<file path="src/rtl/ec_core_serial_harness.sv">
// Serial test harness for a start/done EC core: shifts an operand frame in on one pin,
// launches the core, waits for done with a timeout and shifts a status-tagged result out.
module ec_core_serial_harness #(
    parameter int IN_WIDTH  = 283,
    parameter int OUT_WIDTH = 566,
    parameter int TIMEOUT   = 65535
) (
    input  logic                 clk,
    input  logic                 rst_n,
    input  logic                 clr,
    input  logic                 si_bit,
    input  logic                 si_vld,
    output logic                 so_bit,
    output logic                 so_vld,
    output logic                 busy,
    output logic                 core_clr,
    output logic                 core_start,
    output logic [IN_WIDTH-1:0]  core_d,
    input  logic                 core_done,
    input  logic [OUT_WIDTH-1:0] core_res
);

    localparam int SRW  = OUT_WIDTH + 2;
    localparam int MAXW = (IN_WIDTH > SRW) ? IN_WIDTH : SRW;
    localparam int BW   = $clog2(MAXW + 1);
    localparam int TW   = $clog2(TIMEOUT + 1);

    typedef enum logic [1:0] {IDLE, START, WAIT, SHIFT_OUT} state_t;

    state_t              state_q, state_d;
    logic [IN_WIDTH-1:0] in_sr_q, in_sr_d;
    logic [SRW-1:0]      out_sr_q, out_sr_d;
    logic [BW-1:0]       bcnt_q, bcnt_d;
    logic [TW-1:0]       tcnt_q, tcnt_d;
    logic                so_vld_q, so_vld_d;
    logic                timeout_hit;

    // Timeout fires in the WAIT cycle whose incremented count equals TIMEOUT.
    assign timeout_hit = (state_q == WAIT) && (tcnt_q == TW'(TIMEOUT - 1));

    always_comb begin
        state_d  = state_q;
        in_sr_d  = in_sr_q;
        out_sr_d = out_sr_q;
        bcnt_d   = bcnt_q;
        tcnt_d   = tcnt_q;
        so_vld_d = so_vld_q;
        if (clr) begin
            state_d  = IDLE;
            bcnt_d   = '0;
            tcnt_d   = '0;
            out_sr_d = '0;
            so_vld_d = 1'b0;
        end else begin
            case (state_q)
                IDLE: begin
                    if (si_vld) begin
                        in_sr_d = {in_sr_q[IN_WIDTH-2:0], si_bit};
                        if (bcnt_q == BW'(IN_WIDTH - 1)) begin
                            bcnt_d  = '0;
                            state_d = START;
                        end else begin
                            bcnt_d = bcnt_q + BW'(1);
                        end
                    end
                end
                START: begin
                    tcnt_d  = '0;
                    state_d = WAIT;
                end
                WAIT: begin
                    tcnt_d = tcnt_q + TW'(1);
                    if (core_done) begin
                        out_sr_d = {2'b01, core_res};
                        so_vld_d = 1'b1;
                        state_d  = SHIFT_OUT;
                    end else if (timeout_hit) begin
                        out_sr_d = {2'b10, {OUT_WIDTH{1'b0}}};
                        so_vld_d = 1'b1;
                        state_d  = SHIFT_OUT;
                    end
                end
                SHIFT_OUT: begin
                    // Zeros shift in, so out_sr is empty again once the frame ends.
                    out_sr_d = {out_sr_q[SRW-2:0], 1'b0};
                    if (bcnt_q == BW'(SRW - 1)) begin
                        bcnt_d   = '0;
                        so_vld_d = 1'b0;
                        state_d  = IDLE;
                    end else begin
                        bcnt_d = bcnt_q + BW'(1);
                    end
                end
                default: state_d = IDLE;
            endcase
        end
    end

    always_ff @(posedge clk or negedge rst_n) begin
        if (!rst_n) begin
            state_q  <= IDLE;
            in_sr_q  <= '0;
            out_sr_q <= '0;
            bcnt_q   <= '0;
            tcnt_q   <= '0;
            so_vld_q <= 1'b0;
        end else begin
            state_q  <= state_d;
            in_sr_q  <= in_sr_d;
            out_sr_q <= out_sr_d;
            bcnt_q   <= bcnt_d;
            tcnt_q   <= tcnt_d;
            so_vld_q <= so_vld_d;
        end
    end

    // clr outranks a pending start, keeping core_start and core_clr exclusive.
    assign core_start = (state_q == START) && !clr;
    assign core_clr   = clr || (timeout_hit && !core_done);
    assign core_d     = in_sr_q;
    assign so_vld     = so_vld_q;
    assign so_bit     = out_sr_q[SRW-1];
    assign busy       = (state_q != IDLE);

endmodule
</file>
<file path="config.mk">
export PLATFORM = sky130hd
export DESIGN_NAME = ec_core_serial_harness
export DESIGN_NICKNAME = d
export VERILOG_FILES = /design/src/rtl/ec_core_serial_harness.sv
export SDC_FILE = /design/constraint.sdc
export NUM_CORES = 2
export LEC_CHECK = 0
export CORE_AREA = 4 4 331 333
export DETAILED_ROUTE_END_ITERATION = 16
export DIE_AREA = 0 0 335 337
export GPL_ROUTABILITY_DRIVEN = 0
export GPL_TIMING_DRIVEN = 0
export PLACE_DENSITY = 0.69
export SYNTH_ARGS = -nofsm -noshare
export SYNTH_HDL_FRONTEND = slang
export SYNTH_SLANG_ARGS = --single-unit
</file>
<file path="constraint.sdc">
create_clock -name clk -period 2.4 [get_ports clk]
set_input_delay 0.36 -clock clk [delete_from_list [all_inputs] [get_ports clk]]
set_output_delay 0.36 -clock clk [all_outputs]
set_load 0.1 [all_outputs]
</file>
# Word-level counts from Yosys, hierarchy flattened

Cells that the tools add are included.

Register bits after elaboration: 880
Logic and storage cells: 58
Output and inout bits: 288

$add $sub $neg: 2
Equal/unequal tests: 10
Muxes and demuxes: 23
Bitwise operators: 1
Reductions and logical operators: 16

Operators with widths:

| operator                                       | number |
|---|---|
| two-way mux 568 bit                            | 3 |
| one-hot mux 568 bit (2 select lines)           | 1 |
| two-way mux 10 bit                             | 4 |
| one-hot mux 16 bit (2 select lines)            | 1 |
| one-hot mux 10 bit (2 select lines)            | 1 |
| adder 16 x 1 -> 16 bit, second input constant  | 1 |
| == test 16 bit, second input constant          | 1 |
| two-way mux 16 bit                             | 1 |
| two-way mux 2 bit                              | 6 |
| adder 10 x 1 -> 10 bit, second input constant  | 1 |
| == test 10 bit, second input constant          | 1 |
| == test 10 x 9 -> 1 bit, second input constant | 1 |
| != test 3 bit, second input constant           | 3 |
| nonzero test 3 bit                             | 3 |
| one-hot mux 2 bit (4 select lines)             | 1 |
| AND reduction 3 bit                            | 2 |
| == test 2 bit, second input constant           | 2 |
| two-way mux 1 bit                              | 4 |
| != test 4 bit, second input constant           | 1 |
| AND reduction 2 bit                            | 2 |
| AND reduction 4 bit                            | 1 |
| logical AND 1 bit                              | 3 |
| == test 2 x 1 -> 1 bit, second input constant  | 1 |
| zero test 1 bit                                | 2 |
| other kinds (5)                                | 5 |

# Depth between registers and ports, before layout

Depth after elaboration: 6
Mapped depth: 11

# Worst setup path before layout

No wires, ideal clock.

Path kind: flip-flop to output port
From: register state_q[1]
To: output core_start
Stages on the path, launching flop included: 4
Path buffers: 0
Slack: 68 ps
Arrival time: 1972 ps
Path through: dfrtp_1 inv_1 ha_1 nor2b_1

Cells in the longest elaborated chain, start to end: 2

Ends and longest elaborated chain:

| what                     | RTL line | RTL |
|---|---|---|
| start: declaration       | 30       | `state_t state_q, state_d;` |
| start signal: assignment | 108      | `state_q <= state_d;` |
| == test 2 x 1 -> 1 bit   | 118      | `assign core_start = (state_q == START) && !clr;` |
| logical AND 1 bit        | 118      |  |
| end: declaration         | 17       | `output logic core_start,` |

Every way passes these cells.

# Final worst setup path

From: register tcnt_q[0]
To: output core_clr

Cells in the longest elaborated chain, start to end: 4

Ends and longest elaborated chain:

| what                     | RTL line | RTL |
|---|---|---|
| start: declaration       | 34       | `logic [TW-1:0] tcnt_q, tcnt_d;` |
| start signal: assignment | 112      | `tcnt_q <= tcnt_d;` |
| == test 16 bit           | 39       | `assign timeout_hit = (state_q == WAIT) && (tcnt_q == TW'(TIMEOUT - 1));` |
| logical AND 1 bit        | 39       |  |
| logical AND 1 bit        | 119      | `assign core_clr = clr \|\| (timeout_hit && !core_done);` |
| logical OR 1 bit         | 119      |  |
| end: declaration         | 16       | `output logic core_clr,` |

Every way passes these cells.

==> qor.txt <==
Gate Count Post-Synth: 3328
Ports: 860
Fin Setup TNS: -0.179 ns
worst-skew pair later-pin latency: 0.68 ns
post-route ant nets: 0
pin count of the biggest net entering global routing: 118
placed inst area: 0.0477 mm2
Slew Limit Headroom: 27.8%
via count: 30600
Port-buffer cells: 859
unrepaired setup endpoints after global routing: yes
clk sinks: 880
status: complete, but fails checks
Post-synth EDFFs: 0
initial core utilization: 34.8%
Detailed Place HPWL: 91700 um
Final Max Tran Viols: 0
Root Driver: clkbuf_16
clk slew on worst S/H paths: 0.06 ns
Worst Path Max Fanout: 5
Critical-path top delay cell: dfrtp_2
Worst Skew: 0.0258 ns
initial antenna violation count: 70
CORE AREA: 0.107 mm2
Layout area overhead: 39.1%
first-pass GRT wire length: 186000 um
Crit path largest cell delay: 0.43 ns
LEAKAGE: 24.4 nW
H-tree depth: 3
Via density: 5.24
minimum clock period: 2.58 ns
CP Capture Type: output port
Die Ht: 337 um
residual DRC count: 0
synthesized area: 0.0371 mm2
Final Hold Violating Endpoints: 0
synth unique cells: 46
layout cell share with drive strength beyond 1: 17.4%
synth warn: 0
Startpoint Class: flop
worst min path class: in -> reg
Final Cycle Share: 107%
worst vdd ir: 0.950 mV
sequential area share after synthesis: 59.4%
Finished Cell Area: 0.0516 mm2
DR pass1 iterations: 6
FP Rows: 120
DIE AREA: 0.113 mm2
WS Path Type: reg -> out
Num CTS Buffers: 96
Setup violations, final: 1
syn_area_per_cell: 11.1 um2
commonest non-fill, non-tap cells in the layout: 877 x dfrtp_1, 593 x nand2_1, 570 x clkdlybuf4s50_1, 565 x a22oi_1, 539 x o21ai_1
vias in the first global route: 30800
DIE WIDTH: 335 um
Async SR Flop Fraction: 100%
GR Overflow Total: 0
routed len/inst: 21.5 um
Nets: 4887
CTS tree: done
First DRT Iteration DRCs: 2312
Slew @ Worst Pin: 1.09 ns
Post-Syn Nets: 3908
Pwr Density: 837 mW/mm2
crit path cell chain: inv_2 -> ha_4 -> nand4_1 -> nor4_4 -> a31o_2 -> buf_12
Main synth FF type: dfrtp_1
Power Total: 43.2 mW
GRT Total Usage: 21.2%
WP data arrival: 2.22 ns
max-cap violations: 0
Clock Path Buffers: 3
violations in the final reports: negative setup slack
WP data required: 2.04 ns
Layout Utilization: 48.4%
Fmax: 0.388 GHz
worst setup margin: -0.179 ns
most common cell after layout, fill and taps aside: dfrtp_1
WL final: 125000 um
number of synthesized register bits: 880
flip-flops by register name (all words and copies together) (netlist names):
signal	flops
out_sr_q	568
core_d	283
tcnt_q	16
bcnt_q	10
state_q	2
so_vld	1
repair_timing:
item	4_1_cts	5_1_grt
pin swaps	1	4
cloned	1	3
buffers inserted	2	6
hold endpoints to repair	62	0
setup endpoints to repair	1126	844
hold buffers	4	0
resized for setup	364	294
power by group:
part / total [mW] / leakage, nW / internal, mW / switching (mW)
Combinational: 9.70 / 10.9 / 3.76 / 5.94
Clock: 15.2 / 1.58 / 8.74 / 6.46
Sequential: 18.3 / 12.0 / 17.0 / 1.30
synthesized netlist by cell type, types with 3 or more instances:
cell | n | area [um2]
dfrtp_1 | 880 | 22000
nand2_1 | 594 | 2230
a22oi_1 | 565 | 4240
o21ai_1 | 540 | 2700
mux2_2 | 284 | 3200
clkbuf_1 | 177 | 664
buf_6 | 61 | 687
o21ai_0 | 57 | 285
buf_2 | 40 | 200
nor2_1 | 16 | 60.1
nand3_1 | 10 | 50.1
buf_1 | 9 | 33.8
and3_1 | 8 | 50.1
ha_1 | 8 | 100
inv_1 | 8 | 30.0
nand4_1 | 8 | 50.1
a21oi_1 | 5 | 25.0
a31oi_1 | 5 | 31.3
nor3_1 | 5 | 25.0
o21bai_1 | 5 | 37.5
mux2i_1 | 4 | 40.0
nor2b_1 | 4 | 25.0
a21o_1 | 3 | 22.5
nor4_1 | 3 | 18.8
nor4b_1 | 3 | 26.3
o31ai_1 | 3 | 22.5
worst max-delay path, delay by kind of cell, from the launching register on:
family          cells  cell delay (ns)
simple gates        2             0.48
flops               1             0.43
compound gates      1             0.26
buf+inv             2             0.25
fa+ha+maj           1             0.12
cells by family after synthesis:
group	count (synthesis)	share of synthesized area (%)
muxes	288	8.73
and+or+nand+nor	661	7.11
AOI/OAI and AO/OA	1194	20.1
DFF	880	59.4
buffers and inverters	297	4.39
adders and majority gates	8	0.270
metal layers:
metal,up-vias,track usage [%],wire length [um]
met5,-,0,219
met4,32,9.21,4660
met3,239,7.74,12000
met2,1064,33.5,58700
met1,15100,26.1,49700
li1,14100,-,-
cell type report:
class                   instances  area, um2
repair buffers                884       8950
clock buffers                 123       2650
well taps                    1403       1760
inverters                       9       37.5
fillers                      9682      55000
multi-input cells            2151      13500
clock inverters                47        574
plain buffers                 285       1970
diodes                         50        125
flip-flops and latches        880      22000
per-stage QoR:
step / hold slack [ns] / setup WS, ns / std cells
finish: 0.296 / -0.179 / 5832
global route: 0.273 / -0.271 / 5813
CTS: 0.241 / -0.246 / 5776
detailed placement: 0.350 / -1.25 / 5599
global placement: 0.463 / -39.84 / 5590
floorplan: 0.0644 / 0.0684 / 3328
final timing paths:
path,start,to,slack (ns),cells past startpoint
setup / recovery,tcnt_q[0]$_DFFE_PN0P_,core_clr,-0.18,6
hold reg to reg,out_sr_q[10]$_DFFE_PN0P_,out_sr_q[10]$_DFFE_PN0P_,0.48,2
hold / removal,si_bit,core_d[0]$_DFFE_PN0P_,0.30,2
max in group asynchronous,rst_n,out_sr_q[45]$_DFFE_PN0P_,0.21,6
setup reg to reg,tcnt_q[0]$_DFFE_PN0P_,out_sr_q[533]$_DFFE_PN0P_,0.06,11
min in group asynchronous,rst_n,out_sr_q[290]$_DFFE_PN0P_,0.40,4
(Power assumes the default switching activity.)
